`config.mk`:
```
export PLATFORM = sky130hd
export DESIGN_NAME = mem_arbiter
export DESIGN_NICKNAME = d
export VERILOG_FILES = /design/src/rtl/mem_arb_pkg.sv /design/src/rtl/mem_arb_wdog.sv /design/src/rtl/mem_arbiter.sv
export SDC_FILE = /design/constraint.sdc
export NUM_CORES = 1
export LEC_CHECK = 0
export CAP_MARGIN = 20
export CORE_ASPECT_RATIO = 0.8
export CORE_MARGIN = 2
export CORE_UTILIZATION = 42
export DETAILED_ROUTE_END_ITERATION = 6
export GPL_TIMING_DRIVEN = 0
export PLACE_DENSITY = 0.77
export SETUP_SLACK_MARGIN = 0.2
export SLEW_MARGIN = 20
export SYNTH_ARGS = -nofsm -noshare
export SYNTH_HDL_FRONTEND = slang
export SYNTH_SLANG_ARGS = --single-unit
```
`constraint.sdc`:
```
create_clock -name clk_i -period 2.35 [get_ports clk_i]
set_input_delay 0.705 -clock clk_i [delete_from_list [all_inputs] [get_ports clk_i]]
set_output_delay 0.705 -clock clk_i [all_outputs]
set_load 0.02 [all_outputs]
```
`src/rtl/mem_arb_pkg.sv`:
```
// mem_arb_pkg: shared types, default widths and counter sizing for the memory arbiter
// No ports; imported by mem_arbiter and mem_arb_wdog.
package mem_arb_pkg;
   localparam int DEF_ADDR_W  = 32;
   localparam int DEF_DATA_W  = 32;
   localparam int DEF_TIMEOUT = 16;
   typedef enum logic [1:0] {IDLE, BUSY_IF, BUSY_DM, RESP} arb_state_e;
   typedef enum logic {GNT_IF, GNT_DM} gnt_e;
   function automatic int cnt_w(int t);
      return $clog2(t);
   endfunction
endpackage

```
`src/rtl/mem_arb_wdog.sv`:
```
// mem_arb_wdog: wait-cycle counter that flags a memory access stuck for TIMEOUT cycles
// Ports:
//   clk     in  clock, rising edge
//   rst_n   in  asynchronous active-low reset
//   clr     in  restart count at 0 (new access granted)
//   en      in  count one more waiting cycle
//   expired out count has reached TIMEOUT-1
module mem_arb_wdog
   import mem_arb_pkg::*;
#(
   parameter int TIMEOUT = DEF_TIMEOUT
) (
   input  logic clk,
   input  logic rst_n,
   input  logic clr,
   input  logic en,
   output logic expired
);
   localparam int CW = cnt_w(TIMEOUT);
   logic [CW-1:0] cnt;
   assign expired = cnt == CW'(TIMEOUT - 1);
   // Saturates at the expiry value so a stale count can never wrap back to a live one.
   always_ff @(posedge clk or negedge rst_n)
      if (!rst_n) cnt <= '0;
      else if (clr) cnt <= '0;
      else if (en && !expired) cnt <= cnt + 1'b1;
endmodule

```
`src/rtl/mem_arbiter.sv`:
```
// mem_arbiter: shares one single-port memory between the IF (read) and DM (read/write) ports
// Build option: define MEM_ARB_RR_EN to alternate grants when both ports request together;
// otherwise DM always wins a simultaneous request.
// Ports:
//   clk_i, rst_i            clock (rising edge), asynchronous active-low reset
//   if_req_i/if_addr_i      IF read request and address
//   if_rdata_o/if_done_o    IF read data (held) and one-cycle completion pulse
//   if_stall_o              IF request outstanding
//   dm_req_i/we/addr/wdata  DM request, write enable, address and write data
//   dm_rdata_o/dm_done_o    DM read data (reads only) and one-cycle completion pulse
//   dm_stall_o              DM request outstanding
//   err_o                   pulses with the done of an access that timed out
//   mem_req/we/addr/wdata_o registered memory request
//   mem_rdata_i/mem_ready_i memory read data and transfer-complete strobe
module mem_arbiter
   import mem_arb_pkg::*;
#(
   parameter int ADDR_W  = DEF_ADDR_W,
   parameter int DATA_W  = DEF_DATA_W,
   parameter int TIMEOUT = DEF_TIMEOUT
) (
   input  logic              clk_i,
   input  logic              rst_i,
   input  logic              if_req_i,
   input  logic [ADDR_W-1:0] if_addr_i,
   output logic [DATA_W-1:0] if_rdata_o,
   output logic              if_done_o,
   output logic              if_stall_o,
   input  logic              dm_req_i,
   input  logic              dm_we_i,
   input  logic [ADDR_W-1:0] dm_addr_i,
   input  logic [DATA_W-1:0] dm_wdata_i,
   output logic [DATA_W-1:0] dm_rdata_o,
   output logic              dm_done_o,
   output logic              dm_stall_o,
   output logic              err_o,
   output logic              mem_req_o,
   output logic              mem_we_o,
   output logic [ADDR_W-1:0] mem_addr_o,
   output logic [DATA_W-1:0] mem_wdata_o,
   input  logic [DATA_W-1:0] mem_rdata_i,
   input  logic              mem_ready_i
);
   arb_state_e state, state_nx;
   gnt_e       cur;
   logic       err, busy, finish, expired, if_elig, dm_elig, grant, pick_dm;

   // cur remembers which port owns the access in flight; it is also the last grant.
   assign if_done_o  = state == RESP && cur == GNT_IF;
   assign dm_done_o  = state == RESP && cur == GNT_DM;
   assign err_o      = state == RESP && err;
   assign if_stall_o = if_req_i && !if_done_o;
   assign dm_stall_o = dm_req_i && !dm_done_o;
   assign if_elig    = if_req_i && !if_done_o;
   assign dm_elig    = dm_req_i && !dm_done_o;
   assign busy       = state == BUSY_IF || state == BUSY_DM;
   // A ready in the last allowed cycle still completes normally.
   assign finish     = busy && (mem_ready_i || expired);
   assign grant      = state == IDLE && (if_elig || dm_elig);
`ifdef MEM_ARB_RR_EN
   assign pick_dm    = dm_elig && (!if_elig || cur == GNT_IF);
`else
   assign pick_dm    = dm_elig;
`endif

   mem_arb_wdog #(.TIMEOUT(TIMEOUT)) u_wdog (
      .clk     (clk_i),
      .rst_n   (rst_i),
      .clr     (grant),
      .en      (busy && !mem_ready_i),
      .expired (expired)
   );

   always_ff @(posedge clk_i or negedge rst_i)
      if (!rst_i) state <= IDLE;
      else state <= state_nx;

   always_comb begin
      state_nx = state;
      case (state)
         IDLE:    if (grant) state_nx = pick_dm ? BUSY_DM : BUSY_IF;
         BUSY_IF,
         BUSY_DM: if (finish) state_nx = RESP;
         default: state_nx = IDLE;
      endcase
   end

   always_ff @(posedge clk_i or negedge rst_i)
      if (!rst_i) begin
         mem_req_o   <= 1'b0;
         mem_we_o    <= 1'b0;
         mem_addr_o  <= '0;
         mem_wdata_o <= '0;
         if_rdata_o  <= '0;
         dm_rdata_o  <= '0;
         err         <= 1'b0;
         cur         <= GNT_IF;
      end else begin
         if (grant) begin
            mem_req_o   <= 1'b1;
            mem_we_o    <= pick_dm && dm_we_i;
            mem_addr_o  <= pick_dm ? dm_addr_i : if_addr_i;
            mem_wdata_o <= pick_dm ? dm_wdata_i : '0;
            cur         <= pick_dm ? GNT_DM : GNT_IF;
            err         <= 1'b0;
         end
         if (finish) begin
            mem_req_o <= 1'b0;
            err       <= !mem_ready_i;
         end
         if (state == BUSY_IF && mem_ready_i) if_rdata_o <= mem_rdata_i;
         if (state == BUSY_DM && mem_ready_i && !mem_we_o) dm_rdata_o <= mem_rdata_i;
      end
endmodule

```
# After elaboration in Yosys (flattened, before gate mapping)
# Index checks and enable logic that the tools add are counted.
word_totals:
  reg_bits: 138
  latchBits: 0
  ramBits: 0
  mem_bits_ro: 0
  out_inout_bits: 135
  wordCells: 57
  mem_count: 0
classes:
  add_sub_neg: 1
  mul: 0
  div: 0
  order_cmp: 0
  n_eq_ne: 6
  shift: 0
  mux: 13
  bitwise_logic: 1
  n_reduce_logical: 26
ops:
  columns: ["cell", "count"]
  rows:
  - ["two-way mux 32 bit", 2]
  - ["logical AND 1 bit", 13]
  - ["two-way mux 4 bit", 2]
  - ["two-way mux 2 bit", 3]
  - ["zero test 1 bit", 5]
  - ["two-way mux 1 bit", 5]
  - ["adder 4 x 1 -> 4 bit (second input constant)", 1]
  - ["== test 2 bit (second input constant)", 2]
  - ["== test 4 bit (second input constant)", 1]
  - ["!= test 2 bit (second input constant)", 2]
  - ["one-hot mux 2 bit (2 select lines)", 1]
  - ["nonzero test 2 bit", 2]
  - ["logical OR 1 bit", 3]
  - ["== test 2 x 1 -> 1 bit (second input constant)", 1]
  - ["zero test 2 bit", 1]
  - ["AND reduction 2 bit", 1]
  - ["OR reduction 2 bit", 1]
  - ["inverter 1 bit", 1]

# Longest topological paths before layout
depth:
  word_depth: 8
  ltp_mapped: 8
  depth_no_buf: 5

# Cells and area by module
# Synthesis repeated with hierarchy kept, for this count alone.
hier_totals:
  cells_unflattened: 370
  hier_area_um2: 5783.0
by_module_without_submodules:
  columns: ["module", "n_inst", "cells_each", "area_each_um2"]
  rows:
  - ["mem_arbiter", 1, 350, 5554.1]
  - ["mem_arb_wdog", 1, 20, 229.0]

# Worst setup path before layout
# No wires, ideal clock.
synth_timing:
  path_kind: "in2reg"
  from: "input dm_req_i"
  to: "register mem_addr_o[27]"
  setup_time_ps: 125
  t_arrival_ps: 1899
  t_required_ps: 2225
  setup_slack_ps: 326
  stages: 5
  n_path_buf: 2
  cell_sequence: "buf_6 > a21boi_2 > buf_6 > mux2_2 > mux2_4"
synth_between:
  elab_chain_cells: 3
synth_lines:
  columns: ["item", "line", "source"]
  rows:
  - ["start: declaration", "mem_arbiter.sv:29", "input logic dm_req_i,"]
  - ["logical AND 1 bit *", null, null]
  - ["named net dm_stall_o", "mem_arbiter.sv:35", "output logic dm_stall_o,"]
  - ["logical OR 1 bit", "mem_arbiter.sv:59", "assign grant = state == IDLE && (if_elig || dm_elig);"]
  - ["logical AND 1 bit", "mem_arbiter.sv:59", null]
  - ["end signal: assignment", "mem_arbiter.sv:102", "mem_addr_o <= pick_dm ? dm_addr_i : if_addr_i;"]
  - ["end: declaration", "mem_arbiter.sv:39", "output logic [ADDR_W-1:0] mem_addr_o,"]
# Mark *: on every way through the listed nets, which the timed path passes. The rest lies on a longest branch.
# A chain may end at the register's enable or synchronous reset.

# Worst setup path in the final report
layout_timing:
  from: "register state[0]"
  to: "output dm_stall_o"
layout_between:
  elab_chain_cells: 4
layout_lines:
  columns: ["item", "line", "source"]
  rows:
  - ["start: declaration", "mem_arbiter.sv:44", "arb_state_e state, state_nx;"]
  - ["start signal: assignment", "mem_arbiter.sv:76", "else state <= state_nx;"]
  - ["== test 2 bit", "mem_arbiter.sv:50", "assign dm_done_o = state == RESP && cur == GNT_DM;"]
  - ["logical AND 1 bit", "mem_arbiter.sv:50", null]
  - ["zero test 1 bit", "mem_arbiter.sv:53", "assign dm_stall_o = dm_req_i && !dm_done_o;"]
  - ["logical AND 1 bit", "mem_arbiter.sv:53", null]
  - ["end: declaration", "mem_arbiter.sv:35", null]
# Every way passes these cells.

==> flow_summary.json <==
{
  "synthCells": 378,
  "hp-class": "in -> async",
  "synth_top_area_share_pct": 59.41,
  "firstDrtPassIters": 4,
  "fp-row-count": 38,
  "drive_gt1_share_pct": 30.00,
  "maxSlewViolCount": 0,
  "n_antenna_cell": 0,
  "io_pins": 269,
  "worst_slew_pin_slew_ps": 527.8,
  "clk_latency_ps": 410,
  "crit_fanout": 5,
  "root_buffer": "clkbuf_16",
  "multiInputGateArea_um2": 2187,
  "grt_max_degree": 91,
  "place_congestion": 0.7814,
  "combPwrFrac_pct": 49.5,
  "vias": 4310,
  "ant_nets": 0,
  "switching_share_pct": 34.51,
  "p_sw_uw": 4771,
  "avgViaCountPerCell": 4.954,
  "clk_pin_slew_ps": 60,
  "ir_drop_v": 0.0006956,
  "yosysTopAreaCell": "dfrtp_1",
  "grt_use_total_pct": 21.13,
  "fillers": 940,
  "ys_warn_count": 0,
  "status": "finished clean",
  "synth_nets": 517,
  "clock-sinks": 138,
  "power_frac_clock_pct": 20.0,
  "core_area_um2": 13550,
  "grt_pass1_vias": 4549,
  "die-area_um2": 14800,
  "yosysSeqAreaShare_pct": 59.41,
  "setup_viol": 0,
  "antenna_found_initial": 0,
  "synth_cell_types": 37,
  "ctsHoldBuffers": 0,
  "min_period_ps": 2230,
  "cts_inserted_buffers": 17,
  "hpwlAfterDp_um": 11260,
  "fin_crit_sh_pct": 94.90,
  "drt_wl_total_um": 15490,
  "dieWidth_um": 135.5,
  "skew_ps": 5.165,
  "avgSynthCellArea_um2": 15.38,
  "arrival_ps": 1530,
  "p_int_uw": 9056,
  "wl_met2_um": 7741,
  "cap_violations": 0,
  "grt_pass1_wl_um": 23710,
  "drtIter0Drc": 183,
  "end_kind": "output port",
  "clockBufferDepth": 2,
  "wl_met1_um": 6337,
  "top_layer_used": "met4",
  "p_total_uw": 13830,
  "hold_violations": 0,
  "initial_core_util_pct": 42.90,
  "path_class": "reg -> out",
  "synth.area.top_cells": "dfrtp_1, mux2_2, a22o_1",
  "ys_seq_elements": 138,
  "fmax_ghz": 0.4484,
  "p_per_area_nw_per_um2": 1449,
  "syn2layout_area_growth_pct": 64.10,
  "wl_per_cell_um": 17.81,
  "p_leak_uw": 0.004295,
  "netlist_area_um2": 5813,
  "dr_wl_met3_um": 1093,
  "port_buffers": 267,
  "final_cells": 870,
  "cts_tree": "done",
  "final_nets": 816,
  "placedCellCount": 826,
  "worst_setup_path_start_kind": "flip-flop",
  "drc": 0,
  "slew_headroom_pct": 64.74,
  "cp.required_ps": 1640,
  "rsz0062_at_grt": "true",
  "reg2regPathDepth": 9,
  "pwr-share-seq_pct": 30.5,
  "cts_max_level": 4,
  "die_h_um": 109.2,
  "grt_overflow_total": 0,
  "regArea_um2": 3455
}
-- cells by family (layout without fill, tap and decap cells) --
kind of cell / after synthesis / in the layout / share of synthesized area, %
AOI/OAI and AO/OA: 55 / 55 / 7.490
adders and majority gates: 5 / 5 / 1.076
buffers and inverters: 26 / 338 / 3.487
DFF: 138 / 138 / 59.41
muxes: 129 / 129 / 25.94
and+or+nand+nor: 25 / 25 / 2.604
-- cells in the final DEF, fill, tap and decap left out, types with 4 or more instances in the layout --
master | netlist | layout
buf_6 | 10 | 15
dfrtp_1 | 138 | 137
mux2_2 | 114 | 114
ha_1 | 5 | 4
clkdlybuf4s50_1 | 0 | 238
dlygate4sd2_1 | 0 | 4
dlymetal6s2s_1 | 0 | 19
clkinv_2 | 0 | 4
nand2_1 | 4 | 4
mux2_4 | 14 | 14
buf_2 | 11 | 10
bufinv_16 | 0 | 4
buf_4 | 0 | 14
a22o_1 | 33 | 33
a21oi_1 | 5 | 5
clkbuf_16 | 0 | 17
-- metal layers --
layer | vias up | global-route usage, %
li1 | 1985 | -
met1 | 2116 | 24.80
met2 | 180 | 36.80
met3 | 29 | 5.997
met4 | 0 | 8.705
met5 | - | 0
-- cell usage after synthesis (all sizes together) --
master  instances
dfrtp         138
mux2          128
a22o           33
buf            23
a21oi           6
ha              5
nand2           4
o21ai           4
inv             3
nand3           3
nor2b           3
a21o            2
a31oi           2
and2            2
nand4           2
nor3            2
nor4bb          2
o211ai          2
a211o           1
a211oi          1
a21boi          1
a41oi           1
and3            1
and4b           1
mux2i           1
nand2b          1
nand3b          1
nor2            1
nor3b           1
o21a            1
o22ai           1
or3             1
-- critical path, cell delays in order, from the launching register on --
cell	delay [ps]
dfrtp_2	430
ha_4	160
buf_6	120
a21boi_4	170
buf_6	130
buf_6	100
-- power groups by stage --
| stage | Clock (uW) | Combinational [uW] | Sequential, uW |
|---|---|---|---|
| 2_1_floorplan | 0 | 2320 | 5480 |
| 3_3_place_gp | 0 | 6600 | 4160 |
| 3_5_place_dp | 0 | 6740 | 4220 |
| 4_1_cts | 2830 | 6840 | 4220 |
| 5_1_grt | 2950 | 7230 | 4350 |
| 6_report | 2770 | 6850 | 4210 |
-- layout make-up --
cell class | instances | area share (%)
Inverter | 3 | 0.1180
Multi-Input combinational cell | 214 | 22.93
Timing Repair Buffer | 280 | 29.77
Buffer | 23 | 2.112
Tap cell | 180 | 2.361
Sequential cell | 138 | 36.21
Clock buffer | 20 | 4.683
Clock inverter | 12 | 1.810
-- stage by stage --
step | setup slack, ps | setup TNS (ps) | hold WS, ps | instance area, um2 | utilization (%)
after detailed placement | -443.7 | -3280 | 491.3 | 8743 | 64.52
final | 119.8 | 0 | 184.3 | 9539 | 70.40
after floorplan | 325.7 | 0 | 409.4 | 5813 | -
after global routing | 67.07 | 0 | 193.2 | 9539 | 70.40
after global placement | -4633 | -639580 | 471.7 | 8711 | 64.28
after CTS | 92.72 | 0 | 182.4 | 9415 | 69.48
-- sequential cells by signal, summed over array words and instances, names as in the netlist --
register	cells
cur	1
dm_rdata_o	32
err	1
if_rdata_o	32
mem_addr_o	32
mem_req_o	1
mem_wdata_o	32
mem_we_o	1
state	2
u_wdog.cnt	4
-- timing repair --
action	4_1_cts	5_1_grt
pin swaps	2	2
buffers inserted	6	6
resized for setup	36	28
cloned	0	0
endpoints found under the setup margin	20	39
-- final timing paths --
kind / startpoint / endpoint / slack, ps
max reg2reg: state[0] / mem_addr_o[28] / 310
min in group clk_i: mem_wdata_o[30] / mem_wdata_o[30] / 500
max in group asynchronous: rst_i / if_rdata_o[14] / 1400
min reg2reg: mem_wdata_o[30] / mem_wdata_o[30] / 500
max: state[0] / dm_stall_o / 120
min: rst_i / mem_wdata_o[24] / 180
(Power assumes the default switching activity.)
